===== src/rtl/fetch_queue_pkg.sv =====
// Shared RV32I types for the fetch queue: word type, branch opcode,
// B-immediate decode and the queue entry bundle.
package fetch_queue_pkg;

  typedef logic [31:0] rv32i_word;

  localparam logic [6:0] OPC_BRANCH = 7'b1100011;

  typedef struct packed {
    rv32i_word pc;
    rv32i_word instr;
  } fq_entry_t;

  function automatic logic [12:0] b_imm(rv32i_word i);
    return {i[31], i[7], i[30:25], i[11:8], 1'b0};
  endfunction

endpackage


===== src/rtl/fetch_queue_if.sv =====
// Fetch-side and decode-side valid/ready handshake bundle.
// slave = queue view, master = fetch/decode environment view.
interface fetch_queue_if;
  import fetch_queue_pkg::*;

  logic      fetch_valid;
  logic      fetch_ready;
  rv32i_word fetch_pc;
  rv32i_word fetch_instr;
  logic      dec_valid;
  logic      dec_ready;
  rv32i_word dec_pc;
  rv32i_word dec_instr;
  logic      dec_under_shadow;

  modport slave (
    input  fetch_valid, fetch_pc, fetch_instr, dec_ready,
    output fetch_ready, dec_valid, dec_pc, dec_instr,
    output dec_under_shadow
  );

  modport master (
    output fetch_valid, fetch_pc, fetch_instr, dec_ready,
    input  fetch_ready, dec_valid, dec_pc, dec_instr,
    input  dec_under_shadow
  );
endinterface


===== src/rtl/fetch_queue_sfb_detect.sv =====
// Short-forward-branch detector for the head entry.
// Ports: i_instr, i_pc in; o_is_sfb, o_shadow_end out.
module sfb_detect
  import fetch_queue_pkg::*;
#(
  parameter int SFB_MAX_BYTES = 32
) (
  input  rv32i_word i_instr,
  input  rv32i_word i_pc,
  output logic      o_is_sfb,
  output rv32i_word o_shadow_end
);

  logic [12:0] w_off;
  rv32i_word   w_off32;

  assign w_off   = b_imm(i_instr);
  assign w_off32 = {19'd0, w_off};

  // sign bit must be clear: only forward branches open a shadow
  assign o_is_sfb = (i_instr[6:0] == OPC_BRANCH)
                  && !i_instr[31]
                  && (w_off != 13'd0)
                  && (w_off32 <= 32'(SFB_MAX_BYTES));

  assign o_shadow_end = i_pc + w_off32;

endmodule


===== src/rtl/fetch_queue.sv =====
// Fetch-to-decode FIFO with SFB shadow tracking on the head entry.
// Ports: clk, rst, flush, count, q (fetch/decode handshake bundle).
module fetch_queue
  import fetch_queue_pkg::*;
#(
  parameter int DEPTH         = 8,
  parameter int SFB_MAX_BYTES = 32,
  localparam int AW = $clog2(DEPTH),
  localparam int CW = $clog2(DEPTH + 1)
) (
  input  logic          clk,
  input  logic          rst,
  input  logic          flush,
  fetch_queue_if.slave  q,
  output logic [CW-1:0] count
);

  fq_entry_t      r_mem [DEPTH];
  logic [AW-1:0]  r_head;
  logic [AW-1:0]  r_tail;
  logic [CW-1:0]  r_count;
  logic           r_sh_act;
  rv32i_word      r_sh_end;

  logic           w_full;
  logic           w_empty;
  logic           w_enq;
  logic           w_deq;
  logic           w_is_sfb;
  logic           w_past_end;
  rv32i_word      w_sfb_end;
  fq_entry_t      w_head;

  assign w_full  = (r_count == CW'(DEPTH));
  assign w_empty = (r_count == '0);
  assign w_enq   = q.fetch_valid && !w_full;
  assign w_deq   = !w_empty && q.dec_ready;
  assign w_head  = r_mem[r_head];

  assign q.fetch_ready      = !w_full;
  assign q.dec_valid        = !w_empty;
  assign q.dec_pc           = w_head.pc;
  assign q.dec_instr        = w_head.instr;
  assign w_past_end         = !(w_head.pc < r_sh_end);
  assign q.dec_under_shadow = r_sh_act && !w_past_end;
  assign count              = r_count;

  sfb_detect #(
    .SFB_MAX_BYTES(SFB_MAX_BYTES)
  ) u_sfb (
    .i_instr      (w_head.instr),
    .i_pc         (w_head.pc),
    .o_is_sfb     (w_is_sfb),
    .o_shadow_end (w_sfb_end)
  );

  always_ff @(posedge clk) begin
    if (w_enq) begin
      r_mem[r_tail] <= '{pc: q.fetch_pc, instr: q.fetch_instr};
    end
  end

  always_ff @(posedge clk) begin
    if (rst || flush) begin
      r_head   <= '0;
      r_tail   <= '0;
      r_count  <= '0;
      r_sh_act <= 1'b0;
      r_sh_end <= '0;
    end else begin
      if (w_enq) r_tail <= r_tail + AW'(1);
      if (w_deq) r_head <= r_head + AW'(1);
      if (w_enq && !w_deq) r_count <= r_count + CW'(1);
      if (!w_enq && w_deq) r_count <= r_count - CW'(1);
      // an SFB found inside a live shadow neither nests nor extends it
      if (w_deq) begin
        if (r_sh_act && w_past_end) begin
          r_sh_act <= w_is_sfb;
          if (w_is_sfb) r_sh_end <= w_sfb_end;
        end else if (!r_sh_act && w_is_sfb) begin
          r_sh_act <= 1'b1;
          r_sh_end <= w_sfb_end;
        end
      end
    end
  end

endmodule


===== src/flat_wrapper.sv =====
// flat-port wrapper written by rule: the top's interface ports become plain ports
module fetch_queue_flat import fetch_queue_pkg::*;
#(
  parameter int DEPTH         = 8,
  parameter int SFB_MAX_BYTES = 32,
  localparam int AW = $clog2(DEPTH),
  localparam int CW = $clog2(DEPTH + 1)
)
  (clk, rst, flush, count, q_fetch_valid, q_fetch_pc, q_fetch_instr, q_dec_ready, q_fetch_ready, q_dec_valid, q_dec_pc, q_dec_instr, q_dec_under_shadow);
  fetch_queue_if q_i ();
  input  logic clk;
  input  logic rst;
  input  logic flush;
  output logic [CW-1:0] count;
  input wire logic [$bits(q_i.fetch_valid)-1:0] q_fetch_valid;
  input wire logic [$bits(q_i.fetch_pc)-1:0] q_fetch_pc;
  input wire logic [$bits(q_i.fetch_instr)-1:0] q_fetch_instr;
  input wire logic [$bits(q_i.dec_ready)-1:0] q_dec_ready;
  output wire logic [$bits(q_i.fetch_ready)-1:0] q_fetch_ready;
  output wire logic [$bits(q_i.dec_valid)-1:0] q_dec_valid;
  output wire logic [$bits(q_i.dec_pc)-1:0] q_dec_pc;
  output wire logic [$bits(q_i.dec_instr)-1:0] q_dec_instr;
  output wire logic [$bits(q_i.dec_under_shadow)-1:0] q_dec_under_shadow;
  assign q_i.fetch_valid = q_fetch_valid;
  assign q_i.fetch_pc = q_fetch_pc;
  assign q_i.fetch_instr = q_fetch_instr;
  assign q_i.dec_ready = q_dec_ready;
  assign q_fetch_ready = q_i.fetch_ready;
  assign q_dec_valid = q_i.dec_valid;
  assign q_dec_pc = q_i.dec_pc;
  assign q_dec_instr = q_i.dec_instr;
  assign q_dec_under_shadow = q_i.dec_under_shadow;
  fetch_queue #(.DEPTH(DEPTH), .SFB_MAX_BYTES(SFB_MAX_BYTES)) u_core (.clk(clk), .rst(rst), .flush(flush), .q(q_i), .count(count));
endmodule

===== config.mk =====
export PLATFORM = sky130hd
export DESIGN_NAME = fetch_queue_flat
export DESIGN_NICKNAME = d
export VERILOG_FILES = /design/src/rtl/fetch_queue_pkg.sv /design/src/rtl/fetch_queue_if.sv /design/src/rtl/fetch_queue_sfb_detect.sv /design/src/rtl/fetch_queue.sv /design/src/flat_wrapper.sv
export SDC_FILE = /design/constraint.sdc
export NUM_CORES = 1
export LEC_CHECK = 0
export ABC_AREA = 1
export CAP_MARGIN = 10
export CORE_ASPECT_RATIO = 1.4
export CORE_UTILIZATION = 50
export CTS_CLUSTER_SIZE = 14
export DETAILED_ROUTE_END_ITERATION = 8
export GPL_ROUTABILITY_DRIVEN = 0
export HOLD_SLACK_MARGIN = 0.1
export PLACE_DENSITY = 0.73
export SLEW_MARGIN = 5
export SYNTH_ARGS = -nofsm -noshare
export SYNTH_HDL_FRONTEND = slang
export SYNTH_SLANG_ARGS = --single-unit
export TNS_END_PERCENT = 50

===== constraint.sdc =====
create_clock -name clk -period 14.7 [get_ports clk]
set_input_delay 3.675 -clock clk [delete_from_list [all_inputs] [get_ports clk]]
set_output_delay 3.675 -clock clk [all_outputs]
set_load 0.02 [all_outputs]

; ---- After elaboration in Yosys (flattened, before gate mapping)
; Memory sizes are Yosys's and may differ from the RTL's. A register that Yosys moved wholly into a read port is not among the register bits.
; Index checks and enable logic that the tools add are counted.
[classes]
reduce_logical = 24
n_eq_ne = 3
n_mux = 11
order_cmp = 2
n_addsub = 5
[ops]
columns = operator, count
row1 = $mux 32, 3
row2 = $add 32x13->32, 1
row3 = $lt 32x32->1, 1
row4 = $le 13x6->1 const B, 1
row5 = $reduce_bool 13->1, 1
row6 = $logic_and 1x1->1, 10
row7 = $mux 4, 2
row8 = $eq 7x7->1 const B, 1
row9 = $logic_not 1->1, 7
row10 = $add 3x1->3 const B, 2
row11 = $mux 3, 2
row12 = $add 4x1->4 const B, 1
row13 = $eq 4x4->1 const B, 1
row14 = $logic_not 4->1, 1
row15 = $mux 1, 4
row16 = $reduce_bool 2->1, 2
row17 = $sub 4x1->4 const B, 1
row18 = $reduce_and 3->1, 1
row19 = $ne 2x1->1 const B, 1
row20 = $reduce_and 2->1, 1
row21 = $logic_or 1x1->1, 1
[totals]
mem_count = 1
out_inout_bits = 71
mem_bits_rw = 512
inputBits = 69
reg_bits = 43
[memory_table]
columns = memory, words, word_bits, rd, rd_clocked_by_memory_dff, wr, line
row1 = u_core.r_mem, 8, 64, 1, 1, 1, fetch_queue.sv:18  ; fq_entry_t r_mem [DEPTH];

; ---- Logic depth before layout (Yosys ltp)
[logic_depth]
ltp_word = 7
ltp_mapped = 28
depth_no_buf = 22

; ---- Modules after synthesis
; A second synthesis with hierarchy kept.
[unflattened]
cells_unflattened = 2190
area_unflattened_um2 = 23970.5
[by_module_without_submodules]
columns = mod, area_per_inst_um2, cells_each, instances
row1 = fetch_queue, 22459.0, 1880, 1
row2 = sfb_detect, 1511.4, 310, 1

; ---- Worst setup path before layout
; Ideal clock, no wire load.
[synth_path]
kind = register to output
start = register with a tool-made name
end = output q_dec_under_shadow
t_required_ps = 11025
setup_slack_ps = 7383
stages_incl_launch_ff = 23
path_buffers = 9
arrival_ps = 3642
cell_sequence = dfxtp_1 > buf_6 > buf_6 > buf_6 > buf_6 > buf_4 > buf_2 > clkbuf_1 > o21ai_0 > o22ai_1 > nor2_1 > a31oi_1 > ha_1 > a21oi_1 > nor2_1 > a211oi_1 > o221a_2 > nand2_1 > nand2_1 > nand2_1 > buf_2 > buf_2 > inv_1
[synth_rtl]
columns = item, line
row1 = to (decl), flat_wrapper.sv:23  ; output wire logic [$bits(q_i.dec_under_shadow)-1:0] q_dec_under_shadow;

==> impl_metrics.json <==
{
  "status": "finished clean",
  "max_freq_mhz": 104,
  "cp_common_cell": "nand2_1",
  "cts_hold_buf": 0,
  "nets": 2293,
  "p_per_area_mw_per_mm2": 125,
  "finalSetupViolCount": 0,
  "fp.dieH_microns": 261,
  "coreArea_sq_mm": 0.0470,
  "drive_gt1_share_pct": 6.47,
  "cap_violations": 0,
  "tritoncts": "yes",
  "critical_path_class": "reg2out",
  "finalCritPeriodShare_pct": 65.3,
  "die_w_microns": 187,
  "routed_wl_microns": 56000,
  "ys_ff_latch": 558,
  "layout_common_cells": "512 x edfxtp_1, 444 x nor2_1, 240 x o21ai_0",
  "fin_tns_setup_ns": 0,
  "grt_max_degree": 118,
  "dp_hpwl_microns": 31200,
  "io_pins": 140,
  "cts_root_buffer": "clkbuf_16",
  "syn_inst": 2078,
  "finalInstanceArea_sq_mm": 0.0272,
  "skew_ns": 0.0219,
  "drc_errors": 0,
  "worstSkewPairLatency_ns": 0.58,
  "synthArstFlopShare_pct": 0,
  "worstHoldPathType": "reg2reg",
  "syn_nets": 2197,
  "cts_resized": 0,
  "synth_area_sq_mm": 0.0239,
  "vdd_drop_max_v": 0.000101,
  "hold_viol": 0,
  "rows": 94,
  "crit_path_start_kind": "flop",
  "grtUsageTotal_pct": 22.8,
  "finalHoldWorstSlack_ns": 0.459,
  "drt.antenna.violating_nets": 0,
  "synth_flop_cell": "edfxtp_1",
  "drt-initial-drc-count": 1285,
  "wl_per_cell_microns": 19.7,
  "drtPass1Iterations": 6,
  "io_buffer_count": 139,
  "dieArea_sq_mm": 0.0487,
  "ys_types": 44,
  "cts.htree.levels": 2,
  "worstPathRequired_ns": 11.02,
  "relSlewSlack_pct": 18.4,
  "drt-vias-per-instance": 5.66,
  "grt_pass1_wl_microns": 86200,
  "cts_setup_buffers": 0,
  "leakagePower_nw": 9.27,
  "cts_buffers": 51,
  "slew_violations": 0,
  "start_util_pct": 50.8,
  "grt_overflow": 0,
  "syn2layout_area_growth_pct": 13.7,
  "layout_commonest_cell": "edfxtp_1",
  "cp_max_fo": 117,
  "grt_antenna_before_repair": 4,
  "yosysWarnings": 0,
  "numClockSinks": 558,
  "path_clk_slew_ns": 0.06,
  "syn_area_per_cell_sq_um": 11.5,
  "grt_pass1_vias": 15700,
  "vias": 16100,
  "fin_crit_ns": 9.59,
  "synth_edf_count": 512,
  "rsz0062_at_grt": "no",
  "cp-end-kind": "output pin",
  "path_cells": "inv_6 -> buf_4 -> buf_4 -> o21ai_0 -> o22ai_1 -> nor2_1 -> a31oi_1 -> ha_1 -> nand2_1 -> nor2_1 -> a211oi_1 -> o221a_2 -> nand2_1 -> nand2_1 -> nand2_2 -> inv_1 -> clkdlybuf4s50_1",
  "max_stage_delay_ns": 0.95,
  "worst_pin_slew_ns": 1.22,
  "placed_area_sq_mm": 0.0256,
  "critPathArrivalTime_ns": 5.92,
  "ys_seq_area_share_pct": 68.2,
  "final_core_util_pct": 57.8,
  "cts_buffer_depth": 3,
  "crit_path_top_delay_cell": "buf_4"
}
[layer usage]
layer | vias to the layer above | GRT usage, % | share of wire (%)
li1 | 7549 | - | -
met1 | 7861 | 28.5 | 41
met2 | 534 | 39.8 | 50
met3 | 107 | 3.81 | 6.3
met4 | 2 | 8.58 | 2.7
met5 | - | 0 | 0.021
[where the power goes]
group	internal, mW	switching [mW]
Clock	0.700	0.560
Sequential	1.76	0.0104
Combinational	0.131	0.233
[Yosys cell counts (all sizes together), types with 4 or more instances]
| cell | number | area [sq um] |
|---|---|---|
| edfxtp | 512 | 15400 |
| nor2 | 459 | 1750 |
| o21ai | 302 | 1560 |
| nand2 | 217 | 842 |
| inv | 95 | 359 |
| buf | 79 | 578 |
| a21oi | 65 | 325 |
| o22ai | 65 | 407 |
| nand3 | 57 | 300 |
| ha | 48 | 601 |
| dfxtp | 46 | 921 |
| clkbuf | 36 | 135 |
| a31oi | 27 | 169 |
| xor2 | 12 | 105 |
| xnor2 | 11 | 96.3 |
| o211ai | 10 | 75.1 |
| nand4 | 9 | 62.6 |
| a211oi | 6 | 45.0 |
| nor3 | 6 | 57.6 |
| o21a | 4 | 31.3 |
[flip-flops by register name (all words and copies together) (netlist names), named ones only]
| name | count |
|---|---|
| u_core.count | 4 |
| u_core.r_head | 3 |
| u_core.r_mem | 512 |
| u_core.r_sh_act | 1 |
| u_core.r_sh_end | 32 |
| u_core.r_tail | 3 |
[final cells by class]
type / instances / area (sq um)
Clock buffer: 63 / 1340
Clock inverter: 27 / 221
Antenna cell: 3 / 7.51
Multi-Input combinational cell: 1308 / 6600
Tap cell: 624 / 781
Sequential cell: 558 / 16300
Timing Repair Buffer: 158 / 1550
Inverter: 97 / 373
Fill cell: 3720 / 19900
[per-stage QoR]
step / cells / setup slack [ns] / power (mW)
global placement: 2744 / 5.86 / 2.15
finish: 2838 / 5.11 / 3.39
detailed placement: 2744 / 5.75 / 2.16
CTS: 2834 / 5.12 / 3.40
floorplan: 2078 / 7.38 / 2.02
global route: 2838 / 4.71 / 3.50
[critical path, delay by kind of cell, from the launching register on]
family	cells	cell delay [ns]
DFF	1	0.59
AOI/OAI and AO/OA	5	1.00
buffers and inverters	5	2.79
and+or+nand+nor	6	0.47
adders and majority gates	1	0.30
[kinds of logic (layout without fill, tap and decap cells)]
family,count (synthesis),in the layout,share of synthesized area (%)
flip-flops,558,558,68.2
AND/OR/NAND/NOR,750,750,12.6
other,0,3,0
XOR/XNOR,23,23,0.843
adder cells (fa/ha/maj),50,50,2.68
buffers and inverters,212,345,4.52
AO/OA/AOI/OAI,485,485,11.1
[path summary, 6_finish.rpt]
check	start	to	slack [ns]	cells past startpoint
worst max-delay path	flop	q_dec_under_shadow	5.11	17
worst min-delay path	u_core.r_head[2]	flop	0.46	1
worst max register to register	flop	u_core.r_sh_end[25]	8.99	20
worst min register to register	u_core.r_head[2]	flop	0.46	1
No activity file was read; power rests on OpenSTA's default activity.
